`src/rtl/vga_frame_scanner_if.sv`:
```
// rtl/vga_frame_scanner_if.sv - SRAM read port and VGA output bundle for the frame scanner
interface vga_frame_scanner_if #(
    parameter int ADDR_W = 20
);
    logic [ADDR_W-1:0] base_address;
    logic              sram_rd;
    logic [ADDR_W-1:0] sram_addr;
    logic [31:0]       sram_rdata;
    logic [2:0]        vga_r;
    logic [2:0]        vga_g;
    logic [2:0]        vga_b;
    logic              vga_hs;
    logic              vga_vs;
    logic              vga_de;
    logic              paint_done;
    logic              underrun;

    modport master (
        input  base_address, sram_rdata,
        output sram_rd, sram_addr, vga_r, vga_g, vga_b,
               vga_hs, vga_vs, vga_de, paint_done, underrun
    );

    modport slave (
        output base_address, sram_rdata,
        input  sram_rd, sram_addr, vga_r, vga_g, vga_b,
               vga_hs, vga_vs, vga_de, paint_done, underrun
    );
endinterface

```
`src/rtl/vga_frame_scanner.sv`:
```
// rtl/vga_frame_scanner.sv - scans the front video buffer from SRAM out to VGA with a prefetch FIFO
module vga_frame_scanner #(
    parameter int H_ACTIVE     = 800,
    parameter int H_FP         = 56,
    parameter int H_SYNC       = 120,
    parameter int H_BP         = 64,
    parameter int V_ACTIVE     = 600,
    parameter int V_FP         = 37,
    parameter int V_SYNC       = 6,
    parameter int V_BP         = 23,
    parameter int FIFO_DEPTH   = 16,
    parameter int READ_LATENCY = 1,
    parameter int ADDR_W       = 20
) (
    input logic                  clk,
    input logic                  rst,
    vga_frame_scanner_if.master  bus
);

    localparam int H_TOTAL     = H_ACTIVE + H_FP + H_SYNC + H_BP;
    localparam int V_TOTAL     = V_ACTIVE + V_FP + V_SYNC + V_BP;
    localparam int HW          = $clog2(H_TOTAL);
    localparam int VW          = $clog2(V_TOTAL);
    localparam int PTR_W       = $clog2(FIFO_DEPTH);
    localparam int CNT_W       = PTR_W + 1;
    localparam int FRAME_WORDS = H_ACTIVE * V_ACTIVE;
    localparam int RW          = $clog2(FRAME_WORDS + 1);

    localparam logic [HW-1:0]    H_LAST    = HW'(H_TOTAL - 1);
    localparam logic [HW-1:0]    H_ACT_C   = HW'(H_ACTIVE);
    localparam logic [HW-1:0]    HS_ON     = HW'(H_ACTIVE + H_FP);
    localparam logic [HW-1:0]    HS_OFF    = HW'(H_ACTIVE + H_FP + H_SYNC);
    localparam logic [VW-1:0]    V_LAST    = VW'(V_TOTAL - 1);
    localparam logic [VW-1:0]    V_ACT_C   = VW'(V_ACTIVE);
    localparam logic [VW-1:0]    VS_ON     = VW'(V_ACTIVE + V_FP);
    localparam logic [VW-1:0]    VS_OFF    = VW'(V_ACTIVE + V_FP + V_SYNC);
    localparam logic [CNT_W-1:0] DEPTH_C   = CNT_W'(FIFO_DEPTH);
    localparam logic [RW-1:0]    LAST_WORD = RW'(FRAME_WORDS - 1);

    typedef enum logic [1:0] {
        WAIT_FRAME,
        FETCH,
        DONE
    } fetch_state_t;

    logic [HW-1:0]           h_q, h_d;
    logic [VW-1:0]           v_q, v_d;

    logic [8:0]              mem_q [FIFO_DEPTH];
    logic [PTR_W-1:0]        wr_ptr_q, wr_ptr_d;
    logic [PTR_W-1:0]        rd_ptr_q, rd_ptr_d;
    logic [CNT_W-1:0]        count_q, count_d;

    fetch_state_t            state_q, state_d;
    logic [ADDR_W-1:0]       ptr_q, ptr_d;
    logic [RW-1:0]           issued_q, issued_d;
    logic [CNT_W-1:0]        inflight_q, inflight_d;
    logic [READ_LATENCY-1:0] pipe_q, pipe_d;
    logic                    sram_rd_q, sram_rd_d;
    logic [ADDR_W-1:0]       sram_addr_q, sram_addr_d;

    logic                    de_q, hs_q, vs_q, paint_q, underrun_q;
    logic [8:0]              rgb_q;

    logic                    de_w, hs_w, vs_w, paint_w, load_w;
    logic                    push_w, pop_w;
    logic [CNT_W:0]          occupancy_w;
    logic [22:0]             unused_rdata;

    assign unused_rdata = bus.sram_rdata[31:9];

    assign de_w    = (h_q < H_ACT_C) && (v_q < V_ACT_C);
    assign hs_w    = (h_q >= HS_ON) && (h_q < HS_OFF);
    assign vs_w    = (v_q >= VS_ON) && (v_q < VS_OFF);
    assign paint_w = (h_q == '0) && (v_q == V_ACT_C);
    assign load_w  = (h_q == '0) && (v_q == V_LAST);

    // Data returning for a read issued before a frame load belongs to the old frame and is dropped.
    assign push_w      = pipe_q[READ_LATENCY-1] && !load_w;
    assign pop_w       = de_w && (count_q != '0);
    assign occupancy_w = {1'b0, count_q} + {1'b0, inflight_q};

    // Raster position: h wraps each line, v advances on h wrap.
    always_comb begin
        h_d = h_q + 1'b1;
        v_d = v_q;
        if (h_q == H_LAST) begin
            h_d = '0;
            v_d = (v_q == V_LAST) ? '0 : v_q + 1'b1;
        end
    end

    // Raster counter registers.
    always_ff @(posedge clk or negedge rst) begin
        if (!rst) begin
            h_q <= '0;
            v_q <= '0;
        end else begin
            h_q <= h_d;
            v_q <= v_d;
        end
    end

    // FIFO pointer and occupancy update; a frame load empties the FIFO.
    always_comb begin
        wr_ptr_d = wr_ptr_q;
        rd_ptr_d = rd_ptr_q;
        count_d  = count_q;
        if (push_w) begin
            wr_ptr_d = wr_ptr_q + 1'b1;
        end
        if (pop_w) begin
            rd_ptr_d = rd_ptr_q + 1'b1;
        end
        case ({push_w, pop_w})
            2'b10:   count_d = count_q + 1'b1;
            2'b01:   count_d = count_q - 1'b1;
            default: count_d = count_q;
        endcase
        if (load_w) begin
            wr_ptr_d = '0;
            rd_ptr_d = '0;
            count_d  = '0;
        end
    end

    // FIFO control registers.
    always_ff @(posedge clk or negedge rst) begin
        if (!rst) begin
            wr_ptr_q <= '0;
            rd_ptr_q <= '0;
            count_q  <= '0;
        end else begin
            wr_ptr_q <= wr_ptr_d;
            rd_ptr_q <= rd_ptr_d;
            count_q  <= count_d;
        end
    end

    // FIFO storage keeps only the 9 colour bits of each word.
    always_ff @(posedge clk) begin
        if (push_w) begin
            mem_q[wr_ptr_q] <= bus.sram_rdata[8:0];
        end
    end

    // Fetch sequencing: issue reads while FIFO plus in-flight reads leave room, one frame's worth per load.
    always_comb begin
        state_d     = state_q;
        ptr_d       = ptr_q;
        issued_d    = issued_q;
        sram_rd_d   = 1'b0;
        sram_addr_d = sram_addr_q;
        case (state_q)
            WAIT_FRAME: begin
                state_d = WAIT_FRAME;
            end
            FETCH: begin
                if (occupancy_w < {1'b0, DEPTH_C}) begin
                    sram_rd_d   = 1'b1;
                    sram_addr_d = ptr_q;
                    ptr_d       = ptr_q + 1'b1;
                    issued_d    = issued_q + 1'b1;
                    if (issued_q == LAST_WORD) begin
                        state_d = DONE;
                    end
                end
            end
            DONE: begin
                if (paint_w) begin
                    state_d = WAIT_FRAME;
                end
            end
            default: state_d = WAIT_FRAME;
        endcase
        if (load_w) begin
            state_d   = FETCH;
            ptr_d     = bus.base_address;
            issued_d  = '0;
            sram_rd_d = 1'b0;
        end
    end

    // In-flight tracking: a read counts from its strobe until its data is pushed.
    always_comb begin
        inflight_d = inflight_q;
        case ({sram_rd_d, push_w})
            2'b10:   inflight_d = inflight_q + 1'b1;
            2'b01:   inflight_d = inflight_q - 1'b1;
            default: inflight_d = inflight_q;
        endcase
        pipe_d = '0;
        if (!load_w) begin
            pipe_d[0] = sram_rd_q;
            for (int i = 1; i < READ_LATENCY; i++) begin
                pipe_d[i] = pipe_q[i-1];
            end
        end
        if (load_w) begin
            inflight_d = '0;
        end
    end

    // Fetch state and SRAM read port registers.
    always_ff @(posedge clk or negedge rst) begin
        if (!rst) begin
            state_q     <= WAIT_FRAME;
            ptr_q       <= '0;
            issued_q    <= '0;
            inflight_q  <= '0;
            pipe_q      <= '0;
            sram_rd_q   <= 1'b0;
            sram_addr_q <= '0;
        end else begin
            state_q     <= state_d;
            ptr_q       <= ptr_d;
            issued_q    <= issued_d;
            inflight_q  <= inflight_d;
            pipe_q      <= pipe_d;
            sram_rd_q   <= sram_rd_d;
            sram_addr_q <= sram_addr_d;
        end
    end

    // Video outputs lag the raster counters by one clock; a starved pixel is black and latches underrun.
    always_ff @(posedge clk or negedge rst) begin
        if (!rst) begin
            de_q       <= 1'b0;
            hs_q       <= 1'b0;
            vs_q       <= 1'b0;
            paint_q    <= 1'b0;
            underrun_q <= 1'b0;
            rgb_q      <= '0;
        end else begin
            de_q       <= de_w;
            hs_q       <= hs_w;
            vs_q       <= vs_w;
            paint_q    <= paint_w;
            underrun_q <= underrun_q | (de_w && (count_q == '0));
            rgb_q      <= pop_w ? mem_q[rd_ptr_q] : 9'd0;
        end
    end

    assert property (@(posedge clk) disable iff (!rst) !(push_w && (count_q == DEPTH_C)));

    assign bus.sram_rd    = sram_rd_q;
    assign bus.sram_addr  = sram_addr_q;
    assign bus.vga_r      = rgb_q[8:6];
    assign bus.vga_g      = rgb_q[5:3];
    assign bus.vga_b      = rgb_q[2:0];
    assign bus.vga_hs     = hs_q;
    assign bus.vga_vs     = vs_q;
    assign bus.vga_de     = de_q;
    assign bus.paint_done = paint_q;
    assign bus.underrun   = underrun_q;

endmodule

```
`src/flat_wrapper.sv`:
```
// flat-port wrapper written by rule: the top's interface ports become plain ports
module vga_frame_scanner_flat 
#(
    parameter int H_ACTIVE     = 800,
    parameter int H_FP         = 56,
    parameter int H_SYNC       = 120,
    parameter int H_BP         = 64,
    parameter int V_ACTIVE     = 600,
    parameter int V_FP         = 37,
    parameter int V_SYNC       = 6,
    parameter int V_BP         = 23,
    parameter int FIFO_DEPTH   = 16,
    parameter int READ_LATENCY = 1,
    parameter int ADDR_W       = 20
)
  (clk, rst, bus_base_address, bus_sram_rdata, bus_sram_rd, bus_sram_addr, bus_vga_r, bus_vga_g, bus_vga_b, bus_vga_hs, bus_vga_vs, bus_vga_de, bus_paint_done, bus_underrun);
  vga_frame_scanner_if #(.ADDR_W(ADDR_W)) bus_i ();
  input logic clk;
  input logic rst;
  input wire logic [$bits(bus_i.base_address)-1:0] bus_base_address;
  input wire logic [$bits(bus_i.sram_rdata)-1:0] bus_sram_rdata;
  output wire logic [$bits(bus_i.sram_rd)-1:0] bus_sram_rd;
  output wire logic [$bits(bus_i.sram_addr)-1:0] bus_sram_addr;
  output wire logic [$bits(bus_i.vga_r)-1:0] bus_vga_r;
  output wire logic [$bits(bus_i.vga_g)-1:0] bus_vga_g;
  output wire logic [$bits(bus_i.vga_b)-1:0] bus_vga_b;
  output wire logic [$bits(bus_i.vga_hs)-1:0] bus_vga_hs;
  output wire logic [$bits(bus_i.vga_vs)-1:0] bus_vga_vs;
  output wire logic [$bits(bus_i.vga_de)-1:0] bus_vga_de;
  output wire logic [$bits(bus_i.paint_done)-1:0] bus_paint_done;
  output wire logic [$bits(bus_i.underrun)-1:0] bus_underrun;
  assign bus_i.base_address = bus_base_address;
  assign bus_i.sram_rdata = bus_sram_rdata;
  assign bus_sram_rd = bus_i.sram_rd;
  assign bus_sram_addr = bus_i.sram_addr;
  assign bus_vga_r = bus_i.vga_r;
  assign bus_vga_g = bus_i.vga_g;
  assign bus_vga_b = bus_i.vga_b;
  assign bus_vga_hs = bus_i.vga_hs;
  assign bus_vga_vs = bus_i.vga_vs;
  assign bus_vga_de = bus_i.vga_de;
  assign bus_paint_done = bus_i.paint_done;
  assign bus_underrun = bus_i.underrun;
  vga_frame_scanner #(.H_ACTIVE(H_ACTIVE), .H_FP(H_FP), .H_SYNC(H_SYNC), .H_BP(H_BP), .V_ACTIVE(V_ACTIVE), .V_FP(V_FP), .V_SYNC(V_SYNC), .V_BP(V_BP), .FIFO_DEPTH(FIFO_DEPTH), .READ_LATENCY(READ_LATENCY), .ADDR_W(ADDR_W)) u_core (.clk(clk), .rst(rst), .bus(bus_i));
endmodule
```
`config.mk`:
```
export PLATFORM = sky130hd
export DESIGN_NAME = vga_frame_scanner_flat
export DESIGN_NICKNAME = d
export VERILOG_FILES = /design/src/rtl/vga_frame_scanner_if.sv /design/src/rtl/vga_frame_scanner.sv /design/src/flat_wrapper.sv
export SDC_FILE = /design/constraint.sdc
export NUM_CORES = 1
export LEC_CHECK = 0
export BUFFER_PORTS_ARGS = -buffer_cell sky130_fd_sc_hd__buf_2
export CORE_MARGIN = 5
export CORE_UTILIZATION = 30
export CTS_CLUSTER_DIAMETER = 100
export DETAILED_ROUTE_END_ITERATION = 6
export PLACE_DENSITY_LB_ADDON = 0.25
export SLEW_MARGIN = 15
export SYNTH_ARGS = -nofsm -noshare
export SYNTH_HDL_FRONTEND = slang
export SYNTH_SLANG_ARGS = --single-unit
```
`constraint.sdc`:
```
create_clock -name clk -period 3.5 [get_ports clk]
set_input_delay 0.7 -clock clk [delete_from_list [all_inputs] [get_ports clk]]
set_output_delay 0.7 -clock clk [all_outputs]
set_load 0.005 [all_outputs]
```
# Word-level counts from Yosys, hierarchy flattened
# Memory sizes are Yosys's and may differ from the RTL's.
# Index checks and enable logic that the tools add are counted.
# op_classes
eq_ne,13
bitwise_logic,1
reduce_logical,21
mux,28
n_addsub,11
magnitude_cmp,7
# op_table
operator,n
$mux 20,3
$mux 19,3
$lt 11x10->1 const B,2
$add 20x1->20 const B,1
$eq 10x10->1 const B,2
$lt 10x10->1 const B,2
$pmux 5 s2,2
$add 19x1->19 const B,1
$eq 19x19->1 const B,1
$mux 4,4
$add 11x1->11 const B,1
$eq 11x11->1 const B,1
$ge 11x10->1 const B,1
$logic_not 11->1,1
$mux 11,1
$add 10x1->10 const B,1
$add 5x1->5 const B,2
$ge 10x10->1 const B,1
$mux 10,1
$mux 5,2
$sub 5x1->5 const B,2
$mux 9,1
$ne 3x1->1 const B,3
$add 4x1->4 const B,2
other kinds (16),40
# word_totals
output_inout_bits,35
n_memories,1
inputBits,54
ram_bits,144
register_bits,116
word_cells,100
# memory_table
memory,words,width,read_ports,rd_ports_with_merged_regs,write_ports,line,source
u_core.mem_q,16,9,1,0,1,vga_frame_scanner.sv:49,logic [8:0] mem_q [FIFO_DEPTH];

# Logic depth before layout (Yosys ltp)
# Gate-level depths: netlist (run 1).
# depth
depth_word,8
mapped_depth,15
mapped_depth_nobuf,14

# Worst setup path before layout (run 1)
# OpenSTA, ideal clock, no wires.
# synth_timing
kind,register -> register
startpoint,register u_core.h_q[7]
endpoint,register u_core.count_q[4]
required_ns,3.423
setup_slack_ns,0.366
period_less_slack_ns,3.134
setup_ns,0.077
n_path_buf,2
stages_incl_launch_ff,15
t_arrival_ns,3.057
path_cell_list,dfrtp_1 > clkbuf_1 > o311ai_1 > o2111ai_1 > or2_1 > buf_2 > inv_2 > ha_1 > inv_1 > fa_1 > nor2b_1 > o21ai_1 > and3_1 > or4_1 > a21oi_1
# synth_via
elab_chain_len,7
elab_cells_between_ends,12
classes_between,order compare: 1; eq/ne: 2; mux: 2; reduce/logical: 7
# synth_rtl
element,line,source
from (decl),vga_frame_scanner.sv:46,"logic [HW-1:0] h_q, h_d;"
from (signal assigned),vga_frame_scanner.sv:96,h_q <= '0;
from (signal assigned),vga_frame_scanner.sv:99,h_q <= h_d;
branches (longest 7 deep; another with $lt 11x10->1),n/a,
to (signal assigned),vga_frame_scanner.sv:136,count_q <= count_d;
to (decl),vga_frame_scanner.sv:52,"logic [CNT_W-1:0] count_q, count_d;"
# Parallel ways; which one is timed is not known.
# A chain may end at the register's enable or synchronous reset.

# Final worst setup path (run 1)
# layout_timing
startpoint,register u_core.v_q[5]
endpoint,register u_core.count_q[4]
# layout_via
elab_chain_len,7
elab_cells_between_ends,12
classes_between,order compare: 1; eq/ne: 3; mux: 2; reduce/logical: 6
# layout_rtl
element,line,source
from (decl),vga_frame_scanner.sv:47,"logic [VW-1:0] v_q, v_d;"
from (signal assigned),vga_frame_scanner.sv:100,v_q <= v_d;
branches (longest 7 deep; another with $lt 10x10->1),n/a,
# Parallel ways; which one is timed is not known.

==> impl_metrics.yaml, run 1 <==
timing:
  whs_ns: 0.0822
  finalHoldViolations: 0
  rsz0062_at_grt: "false"
  max_freq_ghz: 0.303
  fin_crit_ns: 3.30
  relSlewSlack_pct: 20.9
  slew_viol_final: 0
  final.setup.tns_ns: 0
  worstMarginPinSlew_ns: 1.18
  setup_violations: 0
  fin_skew_ns: 0.0187
  finalCritPeriodShare_pct: 94.2
grt:
  grt_max_degree: 88
  grt_use_total_pct: 12.1
  grt_pass1_wl_um: 40800
  grt_pass1_vias: 7180
  overflow: 0
  antenna_found_initial: 0
outcome:
  status: "finished, final reports clean"
setup_path:
  critPathRequiredTime_ns: 3.97
  ff2ff_setup_slack_ns: 0.20
  rr_endpoint: "u_core.count_q[4]"
  worst_setup_path_start_kind: "flip-flop"
  r2r_start: "u_core.v_q[5]"
  critPathKind: "flip-flop to flip-flop"
  crit_path_max_fanout: 6
  r2r_cells: 12
  critPathArrivalTime_ns: 3.76
  end_kind: "flip-flop"
final_layout:
  fin_util_pct: 35.3
  final_area_mm2: 0.0134
  drive_gt1_share_pct: 20.1
  area_delta_synth_final_pct: 15.6
  antenna_cells: 0
  fin_nets: 1012
  fill_cells: 3715
drt:
  drtIter0Drc: 523
  viasPerCell: 4.75
  drt_pass1_iterations: 4
  routed-via-count: 6942
  antenna_left: 0
  drt-total-wl_um: 25400
  wl_per_cell_um: 17.4
  drc: 0
die:
  coreArea_mm2: 0.0378
  initial_core_util_pct: 30.5
  io_pins: 89
  die_w_um: 206
  dieArea_mm2: 0.0425
  rows: 71
  die_h_um: 206
placement:
  port-buffer-count: 65
  gp_congestion: 0.752
  placed_cell_area_mm2: 0.0125
  dp_hpwl_um: 16700
clock_network:
  clk_pin_slew_worst_paths_ns: 0.06
  cts-buffers-inserted: 28
  postCtsSetupRepairBufs: 0
  h-tree-depth: 1
  cts_hold_buf: 0
  clk_path_buf_depth: 3
  clk_latency_ns: 0.56
  cts_tree: "done"
  ctsRootBufferMaster: "clkbuf_16"
  numClockSinks: 260
synth:
  syn_area_mm2: 0.0115
  syn_nets: 934
  synth.avg_cell_area_um2: 13.5
  synth_cell_type_count: 66
  postSynth.asyncResetShare_pct: 44.6
  synth-seq-cells: 260
  yosysWarnings: 0
  synthFlopType: "edfxtp_1"
  seq_area_frac_synth_pct: 62.6
  synth_edf_count: 144
  syn_inst: 854
power_and_ir_drop:
  p_int_mw: 4.78
  clkPwrFrac_pct: 44.8
  power_switching_mw: 1.23
  swShare_pct: 20.5
  total_power_mw: 6.01
  peakVddDrop_v: 0.000292
  p_per_area_mw_per_mm2: 450
  cellLeakagePower_nw: 5.12
  comb_power_share_pct: 1.3
  seq_power_share_pct: 53.9
min_path:
  hold_path_class: "input pin to asynchronous set/reset pin"
run:
  maxCapViolations: 0
through the flow:
stage                     cells  setup slack, ns
after CTS                  1463            0.171
after floorplan             854            0.366
after global routing       1463          0.00508
final                      1463            0.203
after detailed placement   1413            0.189
after global placement     1413            0.233
power groups by stage:
stage | clock network [mW] | logic, mW | registers, mW
global placement | 0 | 0.0816 | 3.30
floorplan | 0 | 0.00902 | 3.31
global route | 2.91 | 0.0919 | 3.24
CTS | 2.78 | 0.0829 | 3.24
detailed placement | 0 | 0.0829 | 3.30
finish | 2.69 | 0.0787 | 3.24
state kept, by name, indices dropped and copies added, names as in the netlist, 2 cells and up:
signal                flops
u_core.mem_q            144
u_core.h_q               11
u_core.count_q            5
u_core.ptr_q             20
u_core.issued_q          19
u_core.wr_ptr_q           4
u_core.state_q            2
u_core.v_q               10
u_core.bus.sram_addr     20
u_core.rd_ptr_q           4
u_core.inflight_q         5
u_core.rgb_q              9
worst max-delay path: stages, from the launching register on:
cell and delay (ns):
dfrtp_1 0.44, nor4bb_1 0.46, and4_1 0.29, nand2_1 0.19
nand2_1 0.12, ha_1 0.24, inv_1 0.10, fa_1 0.39
nor2b_1 0.17, o21ai_1 0.09, and3_1 0.19, or4_1 0.40
a21oi_1 0.15
how the worst max path moves through the flow:
stage	start	end	depth (start not counted)
after floorplan	u_core.h_q[7]	u_core.count_q[4]	14
after global placement	u_core.v_q[5]	u_core.count_q[4]	12
after detailed placement	u_core.v_q[5]	u_core.count_q[4]	12
after CTS	u_core.v_q[5]	u_core.count_q[4]	12
after global routing	u_core.v_q[5]	u_core.count_q[4]	12
final	u_core.v_q[5]	u_core.count_q[4]	12
kinds of logic (layout without fill, tap and decap cells):
kind of cell	Yosys count	in the layout	share of synthesized area [%]
compound gates	80	80	4.14
flops	260	260	62.6
buf+inv	66	164	2.76
xor+xnor	51	51	3.87
fa+ha+maj	26	26	2.95
simple gates	318	318	14.3
mux	53	53	9.37
layer usage:
layer	part of all wire (%)	up-vias	track usage, %	wire length, um
met5	0	-	0	0
met4	2.1	0	3.14	539
met3	3.3	41	1.88	849
met2	48	93	20.0	12200
met1	46	3506	16.8	11800
li1	-	3302	-	-
layout by cell type, fill, tap and decap left out, drive strengths merged, types with 17 or more instances in the layout:
cell and instances:
ha 24, o21ai 30, a21oi 24, edfxtp 144
nor2 59, inv 21, mux4 44, clkbuf 44
xnor2 38, dfrtp 116, nand3 31, nor3 17
nand2 106, buf 93
synthesized netlist by cell type (2+ instances only):
cell type / number / area [um2]
a211oi_1: 2 / 15.0
a21o_1: 7 / 52.6
a21oi_1: 24 / 120
and2_1: 7 / 43.8
and3_1: 14 / 87.6
and4_1: 10 / 87.6
buf_1: 7 / 26.3
buf_2: 20 / 100
buf_4: 3 / 22.5
clkbuf_1: 12 / 45.0
dfrtp_1: 116 / 2900
edfxtp_1: 144 / 4320
fa_1: 2 / 40.0
ha_1: 24 / 300
inv_1: 20 / 75.1
mux2i_1: 8 / 80.1
mux4_2: 44 / 991
nand2_1: 105 / 394
nand2b_1: 5 / 31.3
nand3_1: 31 / 155
nand4_1: 10 / 62.6
nand4b_1: 2 / 17.5
nand4bb_1: 2 / 22.5
nor2_1: 58 / 218
nor2b_1: 16 / 100
nor3_1: 16 / 80.1
nor4_1: 10 / 62.6
nor4_2: 6 / 75.1
nor4b_1: 3 / 26.3
o211ai_1: 2 / 15.0
o21ai_0: 5 / 25.0
o21ai_1: 24 / 120
o31ai_1: 3 / 22.5
o41ai_1: 2 / 17.5
or3_1: 7 / 43.8
or4_1: 4 / 30.0
xnor2_1: 38 / 333
xor2_1: 13 / 114
repair_timing:
| item | CTS | global route |
|---|---|---|
| setup endpoints to repair | 0 | 1 |
| gates resized for setup | 0 | 1 |
| endpoints found under the hold margin | 0 | 0 |
layout make-up:
class	count	area, um2	area share, %
Clock buffer	44	781	5.85
Tap cell	511	639	4.79
Sequential cell	260	7230	54.1
Timing Repair Buffer	93	576	4.31
Inverter	21	78.8	0.590
Clock inverter	6	40.0	0.300
Multi-Input combinational cell	528	4010	30.0
No activity file was read; power rests on OpenSTA's default activity.
==> run 2: changes to the inputs <==
--- a/config.mk
+++ b/config.mk
@@ -11,6 +11,7 @@
 export CTS_CLUSTER_DIAMETER = 100
 export DETAILED_ROUTE_END_ITERATION = 6
 export PLACE_DENSITY_LB_ADDON = 0.25
+export REMOVE_ABC_BUFFERS = 1
 export SLEW_MARGIN = 15
 export SYNTH_ARGS = -nofsm -noshare
 export SYNTH_HDL_FRONTEND = slang
==> run 2 against run 1 <==
  * Register-to-register slack improved by 0.12 ns
  * Utilization up 0.61 points
  * Cell count is 1.0% higher
  * Highest routed layer unchanged
  * Worst setup slack improved by 0.12 ns
  * Critical path type unchanged
  * Largest power group unchanged
  * Design area increased by 1.7%
==> impl_metrics.yaml, run 2 (same netlist as run 1, synthesis figures left out) <==
outcome:
  status: "finished, final reports clean"
clock_network:
  cts_hold_buf: 0
  cts_resized: 0
  clk_pin_slew_worst_paths_ns: 0.06
  h-tree-depth: 1
  cts-buffers-inserted: 30
  clk_latency_ns: 0.58
  numClockSinks: 260
  cts_tree: "done"
  clk_path_buf_depth: 3
  postCtsSetupRepairBufs: 0
  ctsRootBufferMaster: "clkbuf_16"
timing:
  rsz0062_at_grt: "false"
  worstMarginPinSlew_ns: 0.975
  final.setup.tns_ns: 0
  setup_violations: 0
  slew_viol_final: 0
  relSlewSlack_pct: 35.0
  max_freq_ghz: 0.315
  fin_skew_ns: 0.0182
  finalHoldViolations: 0
  finalCritPeriodShare_pct: 90.7
  whs_ns: 0.105
  fin_crit_ns: 3.18
final_layout:
  seqCellArea_mm2: 0.00723
  drive_gt1_share_pct: 21.6
  multi_input_area_mm2: 0.00400
  instances_no_fill: 1478
  largest_reg_flops: 144
  fin_nets: 1022
  fill_cells: 3682
  final_cell_mix: "edfxtp_1 (144), dfrtp_1 (115), nand2_1 (105)"
  area_delta_synth_final_pct: 17.6
  top_register: "u_core.mem_q"
  layout_commonest_cell: "edfxtp_1"
drt:
  drtIter0Drc: 364
  wl_per_cell_um: 17.1
  drc: 0
  routed-via-count: 6901
  antenna_left: 0
  drt-total-wl_um: 25300
  viasPerCell: 4.67
  drt_pass1_iterations: 4
setup_path:
  crit_path_max_fanout: 6
  path_delay_family: "simple AND/OR/NAND/NOR gates"
  critPathArrivalTime_ns: 3.66
  cpMostUsedCell: "nand2_1"
  crit_slowest_cell: "dfrtp_1"
  end_kind: "flip-flop"
  max_stage_delay_ns: 0.45
  worst_setup_path_start_kind: "flip-flop"
  critPathKind: "flip-flop to flip-flop"
  path_cells: "nor4bb_1 -> and4_1 -> nand2_1 -> nand2_1 -> ha_1 -> inv_1 -> fa_1 -> nor2b_1 -> o21ai_1 -> and3_1 -> or4_1 -> a21oi_1"
  critPathRequiredTime_ns: 3.99
  path_buf_inv: 1
min_path:
  hold_path_class: "input pin to asynchronous set/reset pin"
die:
  die_h_um: 206
  io_pins: 89
  rows: 71
  dieArea_mm2: 0.0425
  initial_core_util_pct: 30.5
  coreArea_mm2: 0.0378
  die_w_um: 206
grt:
  grt_pass1_vias: 7083
  overflow: 0
  grt_use_total_pct: 12.1
  grt_pass1_wl_um: 40700
  antenna_found_initial: 1
  grt_max_degree: 54
placement:
  gp_congestion: 0.742
  dp.cells: 1421
  port-buffer-count: 65
  dp_hpwl_um: 16400
power_and_ir_drop:
  peakVddDrop_v: 0.000407
  p_per_area_mw_per_mm2: 470
  cellLeakagePower_nw: 5.24
run:
  maxCapViolations: 0
[run 2: layout make-up]
class | count | share of cell area, %
flip-flops and latches | 260 | 53.2
multi-input cells | 528 | 29.5
clock buffers | 47 | 6.51
repair buffers | 101 | 4.71
well taps | 511 | 4.71
clock inverters | 9 | 0.774
inverters | 21 | 0.580
diodes | 1 | 0.0184
[run 2: layer usage]
metal  GRT usage, %  part of all wire (%)  up-vias
li1               -                     -     3321
met1           16.7                    46     3459
met2           20.2                    49       90
met3           2.12                   3.9       31
met4           2.71                   1.5        0
met5              0                     0        -
[run 2: stage by stage]
| stage | utilization [%] | area, um2 | setup slack, ns | power (mW) |
|---|---|---|---|---|
| CTS | 35.9 | 13600 | 0.303 | 6.48 |
| finish | 35.9 | 13600 | 0.325 | 6.38 |
| floorplan | - | 11300 | 0.264 | 3.31 |
| global placement | 33.3 | 12600 | 0.371 | 3.39 |
| detailed placement | 33.3 | 12600 | 0.296 | 3.39 |
| global route | 35.9 | 13600 | 0.107 | 6.63 |
[run 2: path summary, 6_finish.rpt]
kind	cells after the start	startpoint	end	slack, ns
worst min register to register	2	u_core.bus.sram_addr[13]	u_core.bus.sram_addr[13]	0.47
min in group clk	3	bus_base_address[11]	u_core.ptr_q[11]	0.35
worst min-delay path	1	rst	u_core.bus.sram_addr[3]	0.11
worst max register to register	12	u_core.v_q[5]	u_core.count_q[4]	0.32
worst max-delay path	12	u_core.v_q[5]	u_core.count_q[4]	0.32
max in group asynchronous	2	rst	u_core.issued_q[15]	2.68
[run 2: power by group]
part	total [mW]	leakage, nW	internal [mW]	switching (mW)
logic	0.0800	1.96	0.0210	0.0590
clock network	3.06	0.482	1.81	1.24
registers	3.24	2.80	3.24	0.00366
